### config.mk
export PLATFORM = sky130hd
export DESIGN_NAME = rf_write_arbiter
export DESIGN_NICKNAME = d
export VERILOG_FILES = /design/src/rtl/rf_write_arbiter.sv
export SDC_FILE = /design/constraint.sdc
export NUM_CORES = 1
export LEC_CHECK = 0
export ABC_AREA = 0
export CAP_MARGIN = 20
export CELL_PAD_IN_SITES_DETAIL_PLACEMENT = 2
export CELL_PAD_IN_SITES_GLOBAL_PLACEMENT = 2
export CORE_MARGIN = 4
export CORE_UTILIZATION = 24
export CTS_CLUSTER_DIAMETER = 200
export DETAILED_ROUTE_END_ITERATION = 8
export GPL_TIMING_DRIVEN = 0
export PLACE_DENSITY_LB_ADDON = 0.1
export SYNTH_ARGS = -nofsm -noshare
export SYNTH_HDL_FRONTEND = slang
export SYNTH_SLANG_ARGS = --single-unit
### constraint.sdc
create_clock -name clk -period 3.8 [get_ports clk]
set_input_delay 0.38 -clock clk [delete_from_list [all_inputs] [get_ports clk]]
set_output_delay 0.38 -clock clk [all_outputs]
set_load 0.05 [all_outputs]
### src/rtl/rf_write_arbiter.sv
// Round-robin write-port arbiter for the register file, with a bulk-clear command.
// Build option: define ARB_FIXED_PRIORITY_EN for fixed priority (lowest index wins).
module rf_write_arbiter #(
  parameter int W    = 8,
  parameter int NREQ = 4,
  parameter int NREG = 16,
  parameter int AW   = 4
) (
  input  logic               clk,
  input  logic               reset_synchronous,
  input  logic [NREQ-1:0]    req_valid,
  input  logic [NREQ*AW-1:0] req_addr,
  input  logic [NREQ*W-1:0]  req_data,
  output logic [NREQ-1:0]    req_ack,
  output logic               req_err,
  input  logic               clear_req,
  output logic [NREG-1:0]    rf_write_enable,
  output logic [NREG-1:0]    rf_reset,
  output logic [W-1:0]       rf_data,
  output logic               busy,
  output logic               dbg_state
);

  localparam int PW = $clog2(NREQ);

  typedef enum logic {IDLE = 1'b0, CLEAR = 1'b1} state_t;

  // Handshake: a requester holds req_valid/addr/data stable until it sees its
  // one-cycle req_ack; a valid still high during its own ack cycle is not regranted.

  state_t          state;
  logic            clear_pending;
  logic [PW-1:0]   ptr;

  logic [NREQ-1:0] eligible;
  logic            found;
  logic [PW-1:0]   win;
  logic [AW-1:0]   win_addr;
  logic [W-1:0]    win_data;
  logic            addr_ok;
  logic [NREG-1:0] win_we;
  logic            do_grant;

  always_comb begin
    int idx;
    idx      = 0;
    eligible = req_valid & ~req_ack;
    found    = 1'b0;
    win      = '0;
    for (int k = 0; k < NREQ; k++) begin
      idx = int'(ptr) + k;
      if (idx >= NREQ) idx = idx - NREQ;
      if (!found && eligible[idx]) begin
        found = 1'b1;
        win   = PW'(idx);
      end
    end
    win_addr = req_addr[int'(win)*AW +: AW];
    win_data = req_data[int'(win)*W +: W];
    addr_ok  = 32'(win_addr) < NREG;
    win_we   = addr_ok ? (NREG'(1) << win_addr) : '0;
  end

  // The edge that ends CLEAR may already grant, unless another clear is asked for.
  always_comb begin
    if (state == IDLE) do_grant = !(clear_pending || clear_req);
    else               do_grant = !clear_req;
  end

`ifndef ARB_FIXED_PRIORITY_EN
  logic [PW-1:0] nxt_ptr;
  always_comb begin
    nxt_ptr = (int'(win) == NREQ - 1) ? '0 : win + 1'b1;
  end
`endif

  always_ff @(posedge clk) begin
    if (reset_synchronous) begin
      state           <= IDLE;
      clear_pending   <= 1'b0;
      ptr             <= '0;
      req_ack         <= '0;
      req_err         <= 1'b0;
      rf_write_enable <= '0;
      rf_reset        <= '0;
      rf_data         <= '0;
      busy            <= 1'b0;
    end else begin
      req_ack         <= '0;
      req_err         <= 1'b0;
      rf_write_enable <= '0;
      rf_reset        <= '0;
      case (state)
        IDLE: begin
          if (clear_pending || clear_req) begin
            state         <= CLEAR;
            rf_reset      <= '1;
            busy          <= 1'b1;
            clear_pending <= 1'b0;
          end else begin
            busy <= 1'b0;
          end
        end
        CLEAR: begin
          state         <= IDLE;
          busy          <= clear_req;
          clear_pending <= clear_req;
        end
        default: state <= IDLE;
      endcase
      if (do_grant && found) begin
        req_ack         <= NREQ'(1) << win;
        req_err         <= !addr_ok;
        rf_write_enable <= win_we;
        rf_data         <= win_data;
`ifdef ARB_FIXED_PRIORITY_EN
        ptr             <= '0;
`else
        ptr             <= nxt_ptr;
`endif
      end
    end
  end

  assign dbg_state = (state == CLEAR);

endmodule
=== Word-level counts from Yosys, hierarchy flattened ===
Index checks and enable logic that the tools add are counted.

* Magnitude comparators: 8
* Shift-type cells: 4
* $mul: 0
* Equal/unequal tests: 2
* Div/mod/pow operators: 0
* Mux-type cells: 32
* Add/sub/neg operators: 8
* Reductions and logical operators: 12
* Bitwise operators: 4

{| class="wikitable"
|+ Operator list
! kind !! number
|-
| $lt 32x4->1 const B || 4
|-
| $mux 32 || 4
|-
| $shiftx 32x6->8 || 1
|-
| $mux 16 || 1
|-
| $shiftx 16x5->4 || 1
|-
| $shl 1x4->16 const A || 1
|-
| $mux 1 || 15
|-
| $sub 3x3->4 const B || 3
|-
| $mux 2 || 5
|-
| $ge 3x3->1 const B || 3
|-
| $bmux 1 s2 || 4
|-
| $add 2x2->3 const B || 2
|-
| $pmux 1 s2 || 3
|-
| $logic_not 1->1 || 5
|-
| $and 4x4->4 || 1
|-
| $logic_and 1x1->1 || 4
|-
| $not 4->4 || 1
|-
| $reduce_or 2->1 || 2
|-
| $shl 1x2->4 const A || 1
|-
| $sub 2x3->4 const B || 1
|-
| $add 2x1->3 const B || 1
|-
| $ge 2x3->1 const B || 1
|-
| $add 2x1->2 const B || 1
|-
| $eq 2x1->1 const B || 1
|-
| other kinds (3) || 4
|}

* Latch bits: 0
* Memories kept: 0
* Bits in writable memories: 0
* Bits of input ports: 55
* Bits in registers: 49
* Memory bits (read-only): 0
* Output and inout bits: 47

=== Depth between registers and ports, before layout ===
Gate-level depths: netlist of run 1.

* Depth after elaboration: 18
* Mapped depth: 7

=== Worst setup path before layout of run 1 ===
No wires, ideal clock.

* Path kind: reg2reg
* From: register req_ack[0]
* To: register rf_write_enable[6]
* Data arrival time: 2,207 ps
* Library setup time: 91 ps
* Period minus slack after synthesis: 2,298 ps
* Setup slack: 1,502 ps
* Required time: 3,709 ps
* Stages on the path, launching flop included: 7
* Cell sequence: dfxtp_1 and3b_4 a211oi_2 nand2_2 buf_2 or3_1 a311oi_1

* Longest elaborated chain between the ends: 18

{| class="wikitable"
|+ RTL lines
! item !! RTL line !! source
|-
| start: declaration || 14 || <nowiki>output logic [NREQ-1:0] req_ack,</nowiki>
|-
| start signal: assignment || 112 || <nowiki>req_ack <= NREQ'(1) << win;</nowiki>
|-
| $not 4->4 * || 47 || <nowiki>eligible = req_valid & ~req_ack;</nowiki>
|-
| $and 4x4->4 * || 47 ||
|-
| branches (longest 16 deep; another with $bmux 1 s2) || -- ||
|-
| end signal: assignment || 114 || <nowiki>rf_write_enable <= win_we;</nowiki>
|-
| end: declaration || 17 || <nowiki>output logic [NREG-1:0] rf_write_enable,</nowiki>
|}

Mark *: on every way between the ends. The select of a mux whose other input is x is not followed.
A chain may end at the register's enable or synchronous reset.

=== Worst setup path in the final report of run 1 ===
* From: input req_valid[2]
* To: register rf_write_enable[7]

* Longest elaborated chain between the ends: 17

{| class="wikitable"
|+ RTL lines
! item !! RTL line !! source
|-
| start: declaration || 11 || <nowiki>input logic [NREQ-1:0] req_valid,</nowiki>
|-
| $and 4x4->4 * || 47 ||
|-
| branches (longest 16 deep; another with $bmux 1 s2) || -- ||
|}

Marked as above.

==> results of run 1 <==
==> worst max-delay path, stage by stage <==
cell             delay [ps]
clkdlybuf4s50_1         490
nor4bb_1                470
a211oi_2                210
and2_1                  260
buf_4                   180
buf_6                   140
o311ai_0                560
o311a_1                 260
==> cell type report <==
class / instances / area (sq um)
Multi-Input combinational cell: 215 / 1376
Clock inverter: 1 / 30.03
Clock buffer: 7 / 86.33
Timing Repair Buffer: 100 / 1001
Buffer: 31 / 198.9
Tap cell: 111 / 138.9
Sequential cell: 33 / 660.6
Inverter: 3 / 11.26
Fill cell: 1070 / 5693
==> kinds of logic after synthesis <==
family / count (synthesis)
AOI/OAI and AO/OA: 61
other: 1
DFF: 33
xor gates and xnor gates: 1
buffers and inverters: 34
and+or+nand+nor: 136
muxes: 16
==> how the worst max path moves through the flow <==
stage	from	end	slack, ps	cells after the start
floorplan	req_ack[0]	rf_write_enable[6]	1500	6
finish	req_valid[2]	rf_write_enable[7]	1070	8
CTS	req_valid[2]	rf_write_enable[7]	980	8
global placement	req_valid[0]	rf_write_enable[14]	870	8
global route	req_valid[2]	rf_write_enable[7]	890	8
detailed placement	req_valid[2]	rf_write_enable[7]	700	8
==> state kept, by name, summed over array words and instances, names as in the netlist <==
| name | flops |
|---|---|
| busy | 1 |
| rf_data | 8 |
| rf_write_enable | 16 |
| rf_reset | 1 |
| clear_pending | 1 |
| ptr | 2 |
| req_ack | 4 |
==> metal layers <==
layer,up-vias,wire length [um],part of all wire,GRT usage
met5,-,0,0,0
met4,0,41,0.0044,0.02812
met3,2,347,0.037,0.02594
met2,51,4796,0.52,0.2947
met1,1254,4101,0.44,0.2123
li1,1268,-,-,-
==> cell usage in the layout, fill, tap and decap left out, types with 9 or more instances in the layout <==
master / n
clkdlybuf4s50_1: 100
nor2b_1: 9
and3_1: 11
nand2_1: 22
nand2b_1: 13
a311oi_1: 12
buf_4: 19
a21oi_1: 11
o311a_1: 9
mux2i_1: 16
dfxtp_1: 33
nand3_1: 20
nor2_1: 29
==> power by group through the flow <==
| stage | Clock (mW) | Combinational, mW | Sequential [mW] |
|---|---|---|---|
| finish | 0.347 | 0.595 | 0.397 |
| global route | 0.374 | 0.638 | 0.402 |
| CTS | 0.359 | 0.602 | 0.398 |
| detailed placement | 0 | 0.598 | 0.405 |
| global placement | 0 | 0.590 | 0.403 |
| floorplan | 0 | 0.271 | 0.500 |
==> impl_metrics.tcl, run 1 <==
set metrics [dict create \
    setup_ws_ps 1068 \
    vias 2575 \
    drv_slew 0 \
    synth-seq-cells 33 \
    pin_count 102 \
    finalSetupViolCount 0 \
    relSlewSlack 0.5066 \
    sw_frac_of_total 0.3898 \
    p_per_area_mw_per_mm2 382.2 \
    yosysUniqueCellTypes 42 \
    synth_top_family_by_area "simple AND/OR/NAND/NOR gates" \
    hold_slack_ps 475.6 \
    end_kind "register" \
    placed_cells 493 \
    start_util 0.2444 \
    drt_wl_total_mm 9.286 \
    cp_max_fo 10 \
    rsz0062_at_grt "no" \
    r2r_slack_ps 1250 \
    timing.fmax_mhz 366.1 \
    tightest_slew_ps 740.1 \
    dpl_cell_area_sq_mm 0.003387 \
    worstPathArrival_ps 2960 \
    vias_per_cell 5.140 \
    design_area_sq_mm 0.003503 \
    yosysTopAreaCell "dfxtp_1" \
    cts_tree "yes" \
    peakVddDrop_mv 0.1708 \
    rows 35 \
    place_congestion 0.7466 \
    synthCells 282 \
    ys_async_sr_fraction 0 \
    worstHoldPathCells 2 \
    synth-adder-area-share 0 \
    wl_per_cell_um 18.53 \
    status "complete, no violations" \
    seq_power_share 0.296 \
    clk-insertion-delay-late_ps 280 \
    final_cells 501 \
    p_leak_nw 1.357 \
    synthTopCellsByArea "dfxtp_1, mux2i_1, buf_4" \
    grt_max_degree 21 \
    cts_sinks 33 \
    synthXorXnorAreaFrac 0.003898 \
    seq_area_frac_synth 0.2940 \
    die-area_sq_mm 0.01098 \
    min-delay-start "rf_data[7]" \
    antenna_found_initial 0 \
    hold_path_class "register to register" \
    synthToLayoutAreaGrowth_pct 55.90 \
    muxShareOfSynthArea 0.07127 \
    cap_viol_max_count 0 \
    cts_setup_buffers 0 \
    synth-compound-area-share 0.2149 \
    post-route-util 0.3810 \
    finalHoldViolCount 0 \
    firstDrtPassIters 4 \
    core_sq_mm 0.009196 \
    htreeDepth 2 \
    diodes 0 \
    ys.warnings.count 0 \
    ant_nets 0 \
    synth-main-ff-cell "dfxtp_1" \
    avgSynthCellArea_sq_um 7.969 \
    final_nets 444 \
    grt_pass1_wl_mm 14.59 \
    rr_worst_depth 7 \
    synth_commonest_cells "dfxtp_1, nor2_1, nand2_1" \
    crit_type "input pin to register" \
    drc 0 \
    grt_overflow_total 0 \
    post-dp-hpwl_mm 7.440 \
    fin_setup_tns_ps 0 \
    syn_area_sq_mm 0.002247 \
    place_worst_setup_slack_ps 699.2 \
    period_minus_slack_ps 2732 \
    worst_r2r_startpoint "ptr[1]" \
    crit_required_ps 4030 \
    grt_pass1_vias 2653 \
    synth.most_common_cell "dfxtp_1" \
    switching_power_mw 0.5218 \
    pwr-share-comb 0.444 \
    synth_top_cell_area_share 0.2940 \
    fin_crit_sh 0.7189 \
    synth_edf_count 0 \
    root_buffer "clkbuf_8" \
    cts_buffer_depth 2 \
    clkPwrFrac 0.259 \
    min_to "rf_data[7]" \
    synth-simple-area-share 0.3207 \
    total_power_mw 1.339 \
    io_buffer_count 100 \
    drt_iter0_markers 161 \
    clk_pin_slew_worst_paths_ps 70 \
    start_kind "input pin" \
    layout-drive-gt1-share 0.08718 \
    holdBufCountCts 0 \
    cts_resized 0 \
    die_x_um 104.8 \
    numCtsBuffers 5 \
    p_int_mw 0.8170 \
    finalClockSkew_ps 2.066 \
    chipHeight_um 104.8 \
    r2r-end "rf_write_enable[7]" \
    syn_nets 337 \
    grt_use_total 0.1654 \
]
Power figures use the tool's default switching activity.
==> run 2: changes to the inputs <==
--- a/config.mk
+++ b/config.mk
@@ -10,7 +10,7 @@
 export CELL_PAD_IN_SITES_DETAIL_PLACEMENT = 2
 export CELL_PAD_IN_SITES_GLOBAL_PLACEMENT = 2
 export CORE_MARGIN = 4
-export CORE_UTILIZATION = 24
+export CORE_UTILIZATION = 22
 export CTS_CLUSTER_DIAMETER = 200
 export DETAILED_ROUTE_END_ITERATION = 8
 export GPL_TIMING_DRIVEN = 0
==> constraint.sdc (replaced) <==
create_clock -name clk -period 2.82 [get_ports clk]
set_input_delay 0.282 -clock clk [delete_from_list [all_inputs] [get_ports clk]]
set_output_delay 0.282 -clock clk [all_outputs]
set_load 0.05 [all_outputs]
==> impl_metrics.tcl, run 2 (synthesis results as in run 1) <==
set metrics [dict create \
    cp_max_fo 10 \
    io_buffer_count 100 \
    drt_iter0_markers 136 \
    cp_slowest_stage_delay_ps 560 \
    grt_use_total 0.1583 \
    finalClockSkew_ps 9.516 \
    start_util 0.2278 \
    drc 0 \
    rows 36 \
    die_x_um 109.1 \
    reg.largest.list "rf_write_enable x16, rf_data x8, req_ack x4" \
    core_sq_mm 0.009864 \
    grt_overflow_total 0 \
    cap_viol_max_count 0 \
    largest_register_ffs 16 \
    firstDrtPassIters 4 \
    grt_pass1_wl_mm 14.69 \
    root_buffer "clkbuf_8" \
    wl_per_cell_um 17.95 \
    crit_chain "clkdlybuf4s50_1 > nor3b_1 > o21ai_1 > and2_1 > buf_4 > buf_6 > o311ai_0 > o311a_1" \
    pin_count 102 \
    finalHoldViolCount 0 \
    die-area_sq_mm 0.01190 \
    layout-drive-gt1-share 0.09231 \
    vias_per_cell 4.929 \
    post-route-util 0.3592 \
    cts_tree "yes" \
    timing.fmax_mhz 382.6 \
    hold_slack_ps 470.6 \
    grt_pass1_vias 2711 \
    place_congestion 0.8299 \
    end_kind "register" \
    drt_wl_total_mm 9.387 \
    largest-register "rf_write_enable" \
    cts_buffer_depth 2 \
    chipHeight_um 109.1 \
    grt_max_degree 21 \
    fillCellCount 1135 \
    crit_required_ps 3040 \
    numCtsBuffers 5 \
    htreeDepth 2 \
    fin_crit_sh 0.9268 \
    clk_pin_slew_worst_paths_ps 70 \
    post-dp-hpwl_mm 7.553 \
    cts_sinks 33 \
    crit_type "input pin to register" \
    antenna_found_initial 0 \
    diodes 0 \
    finalSetupViolCount 0 \
    final_cell_mix "clkdlybuf4s50_1, dfxtp_1, nor2_1" \
    status "complete, no violations" \
    hold_path_class "register to register" \
    vias 2578 \
    cts_setup_buffers 0 \
    ant_nets 0 \
    relSlewSlack 0.5004 \
    cpLargestDelayFamily "compound AO/OA/AOI/OAI gates" \
    mostFrequentLayoutCell "clkdlybuf4s50_1" \
    start_kind "input pin" \
    peakVddDrop_mv 0.2734 \
    critPathBufInv 3 \
    period_minus_slack_ps 2614 \
    clk-insertion-delay-late_ps 290 \
    holdBufCountCts 0 \
    cpMaxStageDelayCell "o311ai_0" \
    synthToLayoutAreaGrowth_pct 57.68 \
    tightest_slew_ps 749.4 \
    p_leak_nw 1.360 \
    final_nets 444 \
    drv_slew 0 \
    worstPathArrival_ps 2840 \
    p_per_area_mw_per_mm2 510.7 \
    rsz0062_at_grt "no" \
]
run 2: final cells by class:
cell class                      count  area, sq um  area share
Timing Repair Buffer              100         1001      0.2825
Multi-Input combinational cell    215         1389      0.3919
Tap cell                          133        166.4     0.04696
Clock inverter                      1        30.03    0.008475
Sequential cell                    33        660.6      0.1864
Buffer                             31        198.9     0.05614
Clock buffer                        7        86.33     0.02436
Inverter                            3        11.26    0.003178
run 2: metal layers:
metal	share of wire	vias to the layer above	GRT usage
met5	0	-	0
met4	0.0071	0	0.02435
met3	0.044	6	0.03020
met2	0.49	53	0.2649
met1	0.46	1253	0.2144
li1	-	1266	-
run 2: repair_timing:
item	4_1_cts	5_1_grt
hold endpoints to repair	0	0
setup endpoints to repair	0	2
gates resized for setup	0	2
run 2: path summary, 6_finish.rpt:
check                     from                  end  slack, ps  cells after the start
hold / removal      rf_data[2]           rf_data[2]        470                      2
setup reg to reg    req_ack[0]   rf_write_enable[9]        280                      7
setup / recovery  req_valid[2]  rf_write_enable[14]        210                      8
hold reg to reg     rf_data[2]           rf_data[2]        470                      2
run 2: report_power, final:
group | total, mW | switching (mW) | internal [mW]
sequential | 0.536 | 0.0273 | 0.508
clock | 0.462 | 0.174 | 0.288
combinational | 0.812 | 0.505 | 0.306
run 2: tightest hold or removal path, delay by kind of cell (launching register included):
kind             cells  cell delay (ps)
flip-flops           1              330
AO/OA/AOI/OAI        1               60
AND/OR/NAND/NOR      1               50
run 2: through the flow:
stage          setup WS [ps]  instances  power, mW  cell area (sq um)  TNS [ps]
2_1_floorplan          522.2        282      1.039               2247         0
3_3_place_gp          -45.54        515      1.346               3415    -125.3
3_5_place_dp          -156.8        515      1.362               3415    -664.8
4_1_cts                95.25        523      1.832               3531         0
5_1_grt                84.89        523      1.923               3543         0
6_report               206.5        523      1.810               3543         0
==> run 3: changes to the inputs <==
--- a/config.mk
+++ b/config.mk
@@ -15,6 +15,8 @@
 export DETAILED_ROUTE_END_ITERATION = 8
 export GPL_TIMING_DRIVEN = 0
 export PLACE_DENSITY_LB_ADDON = 0.1
+export REMOVE_ABC_BUFFERS = 1
+export SKIP_CTS_REPAIR_TIMING = 1
 export SYNTH_ARGS = -nofsm -noshare
 export SYNTH_HDL_FRONTEND = slang
 export SYNTH_SLANG_ARGS = --single-unit
==> impl_metrics.tcl, run 3 (synthesis results as in run 1) <==
set metrics [dict create \
    diodes 0 \
    synthToLayoutAreaGrowth_pct 52.00 \
    start_util 0.2278 \
    layout-drive-gt1-share 0.05510 \
    io_buffer_count 100 \
    p_leak_nw 1.265 \
    place_worst_setup_slack_ps -570.8 \
    relSlewSlack 0.4821 \
    antenna_found_initial 0 \
    cts_buffer_depth 2 \
    largest-register "rf_write_enable" \
    die-area_sq_mm 0.01190 \
    finalSetupViolCount 0 \
    cpMaxStageDelayCell "clkdlybuf4s50_1" \
    end_kind "register" \
    drc 0 \
    chipHeight_um 109.1 \
    grt_overflow_total 0 \
    p_per_area_mw_per_mm2 501.5 \
    post-dp-hpwl_mm 7.045 \
    wl_per_cell_um 18.36 \
    start_kind "input pin" \
    cp_slowest_stage_delay_ps 490 \
    worstPathArrival_ps 2790 \
    period_minus_slack_ps 2605 \
    multi_input_area_sq_mm 0.001416 \
    tightest_slew_ps 776.9 \
    place_congestion 0.8108 \
    crit_type "input pin to register" \
    rsz0062_at_grt "no" \
    cts_sinks 33 \
    peakVddDrop_mv 0.1855 \
    cap_viol_max_count 0 \
    regArea_sq_um 660.6 \
    grt_pass1_vias 2606 \
    finalClockSkew_ps 8.970 \
    total_power_mw 1.713 \
    pin_count 102 \
    numCtsBuffers 5 \
    drt_iter0_markers 69 \
    htreeDepth 2 \
    root_buffer "clkbuf_8" \
    finalHoldViolCount 0 \
    cts_tree "yes" \
    fin_crit_sh 0.9237 \
    final_nets 417 \
    drv_slew 0 \
    status "complete, no violations" \
    final_cell_mix "clkdlybuf4s50_1, dfxtp_1, nor2_1" \
    reg.largest.list "rf_write_enable x16, rf_data x8, req_ack x4" \
    grt_pass1_wl_mm 13.93 \
    hold_slack_ps 477.1 \
    core_sq_mm 0.009864 \
    crit_required_ps 3010 \
    grt_max_degree 33 \
    fillCellCount 1110 \
    drt_wl_total_mm 9.105 \
    timing.fmax_mhz 383.9 \
    cp_max_fo 29 \
    largest_register_ffs 16 \
    mostFrequentLayoutCell "clkdlybuf4s50_1" \
    ant_nets 0 \
    rows 36 \
    firstDrtPassIters 4 \
    clk-insertion-delay-late_ps 290 \
    vias_per_cell 4.974 \
    grt_use_total 0.1514 \
    hold_path_class "register to register" \
    setup_ws_ps 215.1 \
    clk_pin_slew_worst_paths_ps 80 \
    crit_chain "clkdlybuf4s50_1 > nor4bb_2 > a211oi_4 > buf_6 > and2_1 > buf_16 > or4_1 > a311oi_1" \
    vias 2467 \
    die_x_um 109.1 \
]
## run 3: changes by cell type in the layout (fill, tap and decap cells not counted), sizes merged
cell / delta
buf: -20
clkinv: +2
clkinvlp: +1
clkbuf: -9
bufinv: -1
## run 3: power breakdown
group          leakage [nW]  switching [mW]  internal (mW)
clock network        0.0439           0.198          0.171
logic                 0.951           0.503          0.306
registers             0.270          0.0272          0.508
## run 3: cell type report
cell class | instances | area share
Clock buffer | 5 | 0.02015
Clock inverter | 3 | 0.005128
Inverter | 3 | 0.003297
Multi-Input combinational cell | 215 | 0.4147
Sequential cell | 33 | 0.1934
Tap cell | 133 | 0.04872
Timing Repair Buffer | 104 | 0.3147
## run 3: path summary, 6_finish.rpt
path	start	endpoint	slack [ps]	cells past startpoint
worst max-delay path	req_valid[2]	rf_write_enable[8]	220	8
worst min-delay path	rf_data[6]	rf_data[6]	480	2
worst max register to register	req_ack[0]	rf_write_enable[8]	270	5
worst min register to register	rf_data[6]	rf_data[6]	480	2
## run 3: critical path: cells and delay by family
kind | cells | cell delay (ps)
buffers and inverters | 3 | 870
AO/OA/AOI/OAI | 2 | 450
AND/OR/NAND/NOR | 3 | 1180
## run 3: stage by stage
step                cell area, sq um  setup TNS, ps  instances  utilization
floorplan                       2048        -204280        251            -
global placement                3216         -20630        484       0.3260
detailed placement              3267          -9181        487       0.3312
CTS                             3353          -3480        495       0.3399
global route                    3416              0        496       0.3463
finish                          3416              0        496       0.3463
## run 3: layer usage
layer / routed length, um / global-route usage / vias up / share of wire
met5: 0 / 0 / - / 0
met4: 82 / 0.04148 / 0 / 0.0090
met3: 325 / 0.02664 / 5 / 0.036
met2: 4597 / 0.2596 / 54 / 0.50
met1: 4100 / 0.1942 / 1195 / 0.45
li1: - / - / 1213 / -
